**src/rtl/triangle_feeder.sv**
```systemverilog
// Triangle list producer: reads three vertex words per triangle from mesh memory,
// translates and clamps them to the viewport, and hands them to the rasterizer.
//
// state   | meaning
// IDLE    | waiting for new_frame; mem_addr parked at 0
// FETCH   | issuing the three vertex addresses of tri_idx (f = 0,1,2)
// WAIT    | draining read latency until vertex 3 is captured
// PRESENT | triangle valid on vert1..3, held until ready_in
// DONE    | one-cycle frame_done pulse
module triangle_feeder #(
  parameter int WIDTH        = 240,
  parameter int HEIGHT       = 240,
  parameter int ADDR_W       = 12,
  parameter int TRI_W        = 10,
  parameter int BASE_ADDR    = 0,
  parameter int READ_LATENCY = 2
) (
  input  logic              clk_in,
  input  logic              rst_in,
  input  logic              new_frame,
  input  logic [TRI_W-1:0]  num_tris,
  input  logic [9:0]        x_offset,
  input  logic [9:0]        y_offset,
  output logic [ADDR_W-1:0] mem_addr,
  input  logic [26:0]       mem_data,
  input  logic              ready_in,
  output logic [2:0][8:0]   vert1,
  output logic [2:0][8:0]   vert2,
  output logic [2:0][8:0]   vert3,
  output logic              valid_tri,
  output logic              obj_done,
  output logic              busy,
  output logic              frame_done
);

  localparam logic [2:0] S_IDLE    = 3'd0;
  localparam logic [2:0] S_FETCH   = 3'd1;
  localparam logic [2:0] S_WAIT    = 3'd2;
  localparam logic [2:0] S_PRESENT = 3'd3;
  localparam logic [2:0] S_DONE    = 3'd4;

  localparam logic signed [10:0] X_MAX  = 11'(WIDTH - 1);
  localparam logic signed [10:0] Y_MAX  = 11'(HEIGHT - 1);
  localparam logic [ADDR_W-1:0]  BASE_A = ADDR_W'(BASE_ADDR);

  logic [2:0]        state_q, state_d;
  logic [TRI_W-1:0]  tri_idx_q, tri_idx_d;
  logic [TRI_W-1:0]  num_q;
  logic [9:0]        xoff_q, yoff_q;
  logic [ADDR_W-1:0] addr_q, addr_d;
  logic [1:0]        fcnt_q, fcnt_d;
  logic [READ_LATENCY-1:0]      pipe_v_q;
  logic [READ_LATENCY-1:0][1:0] pipe_tag_q;
  logic [2:0][8:0]   v1_q, v2_q, v3_q;

  logic              cap_v;
  logic [1:0]        cap_tag;
  logic              last_cap;
  logic              is_last;
  logic [TRI_W-1:0]  nxt_idx;
  logic [ADDR_W-1:0] nxt_idx_a;
  logic [ADDR_W-1:0] nxt_addr;
  logic [2:0][8:0]   xf_word;

  // 11-bit signed add of an unsigned coordinate and a signed offset, clamped to [0, max_v]
  function automatic logic [8:0] clamp_add(input logic [8:0] v, input logic [9:0] off,
                                           input logic signed [10:0] max_v);
    logic signed [10:0] s;
    s = $signed({2'b00, v}) + $signed({off[9], off});
    if (s < 11'sd0) return 9'd0;
    if (s > max_v) return max_v[8:0];
    return s[8:0];
  endfunction

  assign cap_v     = pipe_v_q[READ_LATENCY-1];
  assign cap_tag   = pipe_tag_q[READ_LATENCY-1];
  assign last_cap  = cap_v && (cap_tag == 2'd2);
  assign is_last   = (tri_idx_q == num_q - TRI_W'(1));
  assign nxt_idx   = tri_idx_q + TRI_W'(1);
  assign nxt_idx_a = ADDR_W'(nxt_idx);
  assign nxt_addr  = BASE_A + (nxt_idx_a << 1) + nxt_idx_a;
  assign xf_word   = {clamp_add(mem_data[26:18], xoff_q, X_MAX),
                      clamp_add(mem_data[17:9], yoff_q, Y_MAX),
                      mem_data[8:0]};

  always_comb begin
    state_d   = state_q;
    tri_idx_d = tri_idx_q;
    addr_d    = addr_q;
    fcnt_d    = fcnt_q;
    case (state_q)
      S_IDLE: begin
        if (new_frame) begin
          tri_idx_d = '0;
          if (num_tris == '0) begin
            state_d = S_DONE;
          end else begin
            state_d = S_FETCH;
            addr_d  = BASE_A;
            fcnt_d  = 2'd0;
          end
        end
      end
      S_FETCH: begin
        if (fcnt_q == 2'd2) begin
          state_d = S_WAIT;
        end else begin
          fcnt_d = fcnt_q + 2'd1;
          addr_d = addr_q + ADDR_W'(1);
        end
      end
      S_WAIT: begin
        if (last_cap) state_d = S_PRESENT;
      end
      S_PRESENT: begin
        if (ready_in) begin
          if (is_last) begin
            state_d = S_DONE;
          end else begin
            state_d   = S_FETCH;
            tri_idx_d = nxt_idx;
            addr_d    = nxt_addr;
            fcnt_d    = 2'd0;
          end
        end
      end
      S_DONE: begin
        state_d = S_IDLE;
        addr_d  = '0;
      end
      default: begin
        state_d = S_IDLE;
        addr_d  = '0;
      end
    endcase
  end

  always_ff @(posedge clk_in) begin
    if (!rst_in) begin
      state_q    <= S_IDLE;
      tri_idx_q  <= '0;
      num_q      <= '0;
      xoff_q     <= '0;
      yoff_q     <= '0;
      addr_q     <= '0;
      fcnt_q     <= 2'd0;
      pipe_v_q   <= '0;
      pipe_tag_q <= '0;
      v1_q       <= '0;
      v2_q       <= '0;
      v3_q       <= '0;
    end else begin
      state_q   <= state_d;
      tri_idx_q <= tri_idx_d;
      addr_q    <= addr_d;
      fcnt_q    <= fcnt_d;
      if (state_q == S_IDLE && new_frame) begin
        num_q  <= num_tris;
        xoff_q <= x_offset;
        yoff_q <= y_offset;
      end
      // Tag each issued address with its vertex slot and age it by the read latency
      pipe_v_q[0]   <= (state_q == S_FETCH);
      pipe_tag_q[0] <= fcnt_q;
      for (int i = 1; i < READ_LATENCY; i++) begin
        pipe_v_q[i]   <= pipe_v_q[i-1];
        pipe_tag_q[i] <= pipe_tag_q[i-1];
      end
      if (cap_v) begin
        case (cap_tag)
          2'd0:    v1_q <= xf_word;
          2'd1:    v2_q <= xf_word;
          default: v3_q <= xf_word;
        endcase
      end
    end
  end

  assign mem_addr   = addr_q;
  assign vert1      = v1_q;
  assign vert2      = v2_q;
  assign vert3      = v3_q;
  assign valid_tri  = (state_q == S_PRESENT);
  assign obj_done   = valid_tri && is_last;
  assign busy       = (state_q != S_IDLE);
  assign frame_done = (state_q == S_DONE);

endmodule

```
**config.mk**
```make
export PLATFORM = sky130hd
export DESIGN_NAME = triangle_feeder
export DESIGN_NICKNAME = d
export VERILOG_FILES = /design/src/rtl/triangle_feeder.sv
export SDC_FILE = /design/constraint.sdc
export NUM_CORES = 1
export LEC_CHECK = 0
export ABC_AREA = 0
export CAP_MARGIN = 20
export CORE_MARGIN = 10
export CORE_UTILIZATION = 46
export CTS_CLUSTER_DIAMETER = 120
export CTS_CLUSTER_SIZE = 16
export DETAILED_ROUTE_END_ITERATION = 8
export PLACE_DENSITY = 0.76
export REMOVE_ABC_BUFFERS = 1
export SLEW_MARGIN = 20
export SYNTH_ARGS = -nofsm -noshare
export SYNTH_HDL_FRONTEND = slang
export SYNTH_SLANG_ARGS = --single-unit
```
**constraint.sdc**
```tcl
create_clock -name clk_in -period 3 [get_ports clk_in]
set_clock_uncertainty 0.2 [all_clocks]
set_input_delay 0.3 -clock clk_in [delete_from_list [all_inputs] [get_ports clk_in]]
set_output_delay 0.3 -clock clk_in [all_outputs]
set_load 0.05 [all_outputs]
```
==> Yosys cells after proc, flatten, opt, wreduce, memory -nomap -nowiden <==
Cells that the tools add are included.
{ "classes": {"magnitude_cmp": 4, "n_bitwise": 2, "reduce_logical": 17, "eq_ne": 15, "n_addsub": 7, "n_mux": 37} }
{ "ops": {"columns": ["op", "count"], "rows": [
  ["$mux W9", 8],
  ["$mux W12", 5],
  ["$pmux W12 S4", 1],
  ["$mux W10", 3],
  ["$add A10 B10 Y11", 2],
  ["$gt A11 B9 Y1 const B", 2],
  ["$lt A11 B1 Y1 const B", 2],
  ["$pmux W10 S2", 1],
  ["$mux W3", 6],
  ["$ne A2 B2 Y1 const B", 7],
  ["$add A11 B10 Y12", 1],
  ["$add A12 B1 Y12 const B", 1],
  ["$pmux W3 S4", 1],
  ["$reduce_and A6 Y1", 2],
  ["$add A10 B1 Y10 const B", 1],
  ["$eq A10 B10 Y1", 1],
  ["$logic_not A10 Y1", 1],
  ["$mux W2", 5],
  ["$sub A10 B1 Y10 const B", 1],
  ["$reduce_and A4 Y1", 2],
  ["$eq A3 B2 Y1 const B", 2],
  ["$mux W1", 6],
  ["$pmux W2 S3", 1],
  ["$reduce_and A2 Y1", 3],
  ["12 further kinds", 17]
]} }
{ "totals": {"wordCells": 101, "inputBits": 61, "regBits": 144} }

==> Logic depth before layout (Yosys ltp) <==
{ "depth": {"ltp_word": 6, "ltp_mapped": 13, "ltp_nobuf": 12} }

==> Least setup slack after synthesis <==
OpenSTA, ideal clock, no wires.
{ "synth_path": {"path_kind": "input-to-reg", "startpoint": "input port mem_data[9]", "endpoint": "register v1_q, in the netlist vert1[13]", "arrival_ns": 2.547, "path_buffers": 0, "required_time_ns": 2.683, "path_slack_ns": 0.136, "cell_stages": 9, "cell_sequence": "ha_1 > fa_1 > a211oi_1 > o21bai_2 > a21oi_1 > xor2_1 > or4_4 > and2_1 > a32o_1"} }
{ "synth_via": {"elab_chain_cells": 6} }
{ "synth_rtl": {"columns": ["element", "line", "source"], "rows": [
  ["start, declared", "25", "input logic [26:0] mem_data,"],
  ["$add A10 B10 Y11 (*)", "69", "s = $signed({2'b00, v}) + $signed({off[9], off});"],
  ["$gt A11 B9 Y1", "71", "if (s > max_v) return max_v[8:0];"],
  ["$mux W1 (2 in a row)", "71", null],
  ["$mux W9", "72", "return s[8:0];"],
  ["$mux W9 (*)", "71", null],
  ["end signal, assigned", "171", "2'd0: v1_q <= xf_word;"],
  ["end, declared", "54", "logic [2:0][8:0] v1_q, v2_q, v3_q;"]
]} }
Every way passes the cells marked *; elsewhere a longest branch is shown, timed or not. The select of a mux whose other input is x is not followed.
A chain may end at the register's enable or synchronous reset.

==> Worst setup path after layout <==
{ "layout_path": {"startpoint": "register xoff_q[0]", "endpoint": "register v2_q, in the netlist vert2[18]"} }
{ "layout_via": {"elab_chain_cells": 6} }
{ "layout_rtl": {"columns": ["element", "line", "source"], "rows": [
  ["start, declared", "49", "logic [9:0] xoff_q, yoff_q;"],
  ["start signal, assigned", "159", "xoff_q <= x_offset;"],
  ["$add A10 B10 Y11 (*)", "69", null],
  ["$gt A11 B9 Y1", "71", null],
  ["$mux W1 (2 in a row)", "71", null],
  ["$mux W9", "72", null],
  ["$mux W9 (*)", "71", null],
  ["end signal, assigned", "172", "2'd1: v2_q <= xf_word;"],
  ["end, declared", "54", null]
]} }
Marked as above.

==> impl_metrics.ini <==
[status]
outcome = finished clean

[floorplanning]
io_pins = 158
rows = 45
core_region_area_um2 = 15370
start_util_pct = 47.35
die-area_um2 = 21250
die_w_um = 145.8
die_h_um = 145.8

[logic_synthesis]
synth_area_per_cell_um2 = 8.963
synth_area_um2 = 7278
synth_ff_type = dfxtp_1
yosysSeqAreaShare_pct = 39.61
synth_common_cells = 145 x nand2_1, 144 x dfxtp_1, 58 x a21boi_0
synth_compound_area_share_pct = 26.32
synth_edf_count = 0
synth.distinct_cells = 66
synth_area_leaders = dfxtp_1 40%, nand2_1 7.5%, a21boi_0 6.0%
synth_xor_area_share_pct = 5.415
yosysWarningCount = 0
yosys.area_share.simple_pct = 18.31
synth_mux_area_share_pct = 0.4298
yosysTopAreaCell = dfxtp_1
synth_top_area_share_pct = 39.61
netlist_instances = 812
synth_top_family_by_area = compound AO/OA/AOI/OAI gates
synthArstFlopShare_pct = 0
synth_fa_ha_area_share_pct = 6.326
ys_ff_latch = 144
synth.most_common_cell = nand2_1

[drt]
routedWlPerCell_um = 16.86
via_per_inst = 5.388
routed-via-count = 6681
drc = 0
drt_iter0_drc = 401
finalWirelength_mm = 20.91
ant_nets = 0
dr.pass1.iters = 5

[layout]
regArea_um2 = 2887
final_nets = 1111
fill_cells = 1256
area_delta_synth_final_pct = 40.23
multiInputGateArea_um2 = 4288
drive_gt1_share_pct = 14.69

[clocking]
root_buffer = clkbuf_16
clkTransAtPathRegs_ns = 0.07
clock_path_buffers = 2
cts_num_sinks = 144
cts_tree = built
clk_latency_ns = 0.43
cts_buffers = 17
cts.hold.buffers_added = 0
htreeDepth = 4

[timing]
max_freq_mhz = 340.4
drv_slew = 0
worst_pin_slew_ns = 0.6554
period_share_pct = 97.91
setup_viol = 0
tns_ns = 0
layout_min_cycle_time_ns = 2.937
relSlewSlack_pct = 56.31
setup_slack_ns = 0.06256
final_hold_viol_count = 0

[power]
p_sw_mw = 1.532
comb_power_share_pct = 20.4
swShare_pct = 30.32
powerDensity_nw_per_um2 = 495.1
ir_drop_v = 0.0003968
p_seq_share_pct = 40.4
p_leak_nw = 4.104
clock_power_share_pct = 39.2
p_int_mw = 3.521

[grt]
grt.total_usage_pct = 18.95
grt_pass1_vias = 6445
antenna_found_initial = 3
grt_pass1_wl_mm = 33.56
grt_max_degree = 34
grt-ovfl-total = 0

[worst_setup_path]
r2r_setup_slack_ns = 0.06
endpoint = vert2[18]
setup.worst_path.class = reg2reg
cp-start-kind = register
cp-end-kind = register
r2r-end = vert2[18]
rr_startpoint = xoff_q[0]
rr_worst_depth = 10
cp_data_arrival_time_ns = 3.05
startpoint = xoff_q[0]
cp_max_fo = 7
cp_data_required_time_ns = 3.11

[placement]
place_ws_ns = -0.4488
port_buffers = 157
dp_hpwl_mm = 15.63
place_congestion = 0.8629

[job]
max-cap-violations = 0

[hold_path]
min_path_type = in2reg
-- placed cells by master, fill, tap and decap left out, types with 11 or more instances in the layout --
master	synthesis	routed
a21boi_0	58	58
a21o_1	14	14
a21oi_1	26	24
a221o_1	27	27
a22o_1	24	24
and2_1	13	11
and3_1	16	14
buf_4	1	67
clkbuf_16	0	17
clkdlybuf4s50_1	0	153
dfxtp_1	144	141
ha_1	32	30
inv_1	25	25
nand2_1	145	145
nand3_1	17	17
nor2_1	37	36
o21ai_0	19	17
xnor2_1	16	15
xor2_1	29	27
-- what timing repair did --
| action | CTS | global route |
|---|---|---|
| buffers inserted | 0 | 2 |
| cloned | 0 | 0 |
| resized for setup | 4 | 29 |
| pin swaps | 2 | 10 |
| setup endpoints to repair | 21 | 53 |
-- cell families after synthesis --
group                    after synthesis
AO/OA/AOI/OAI                        237
XOR/XNOR                              45
adder cells (fa/ha/maj)               35
buffers and inverters                 67
flip-flops                           144
multiplexers                           3
AND/OR/NAND/NOR                      281
-- flip-flops by register name, summed over array words and instances, names as in the netlist --
signal	count
state_q	3
cap_tag	2
yoff_q	10
num_q	10
fcnt_q	2
vert1	27
vert2	27
mem_addr	12
pipe_tag_q	2
tri_idx_q	10
xoff_q	10
vert3	27
pipe_v_q	2
-- power by group through the flow --
stage	sequential, mW	clock (mW)	combinational, mW
floorplan	2.15	0	0.481
global placement	2.08	0	0.941
detailed placement	2.08	0	0.956
CTS	2.04	2.02	0.965
global route	2.05	2.11	1.12
finish	2.04	1.98	1.03
-- per-layer routing --
| metal | part of all wire, % | vias up | routed length [um] | global-route usage [%] |
|---|---|---|---|---|
| met5 | 0.12 | - | 26 | 0 |
| met4 | 2.2 | 4 | 465 | 6.724 |
| met3 | 5.7 | 32 | 1193 | 5.495 |
| met2 | 47 | 192 | 9778 | 30.25 |
| met1 | 45 | 3118 | 9445 | 23.75 |
| li1 | - | 3335 | - | - |
-- final cells by class --
class | instances | area share (%)
sequential | 144 | 28.28
inverter | 26 | 0.9562
clock buffer | 18 | 4.205
multi-input combinational | 601 | 42.01
clock inverter | 14 | 1.165
tap | 211 | 2.587
timing repair buffer | 225 | 20.77
antenna | 1 | 0.02452
-- per-stage QoR --
stage / std cells / instance area [um^2] / util (%) / power, mW / hold WS [ns]
4_1_cts: 1237 / 10030 / 65.24 / 5.026 / 0.1045
2_1_floorplan: 771 / 7114 / - / 2.633 / 0.2110
6_report: 1240 / 10210 / 66.40 / 5.053 / 0.1372
3_5_place_dp: 1205 / 9458 / 61.53 / 3.039 / 0.2243
3_3_place_gp: 1205 / 9458 / 61.53 / 3.022 / 0.2149
5_1_grt: 1240 / 10210 / 66.40 / 5.277 / 0.1216
-- worst max-delay path, cell delays in order, from the launching register on --
cell	delay, ns
dfxtp_1	0.32
ha_1	0.21
fa_1	0.41
a211oi_2	0.28
o21bai_2	0.16
a221oi_4	0.32
a21oi_1	0.17
a32oi_4	0.24
buf_12	0.16
a211oi_2	0.09
a221o_1	0.27
-- worst min path at each step --
stage	startpoint	endpoint	cells after the start
2_1_floorplan	rst_in	pipe_tag_q[0]	2
3_3_place_gp	pipe_tag_q[0]	cap_tag[0]	1
3_5_place_dp	pipe_v_q[0]	pipe_v_q[1]	1
4_1_cts	rst_in	xoff_q[0]	2
5_1_grt	rst_in	xoff_q[1]	2
6_report	rst_in	xoff_q[0]	2
Power figures use the tool's default switching activity.
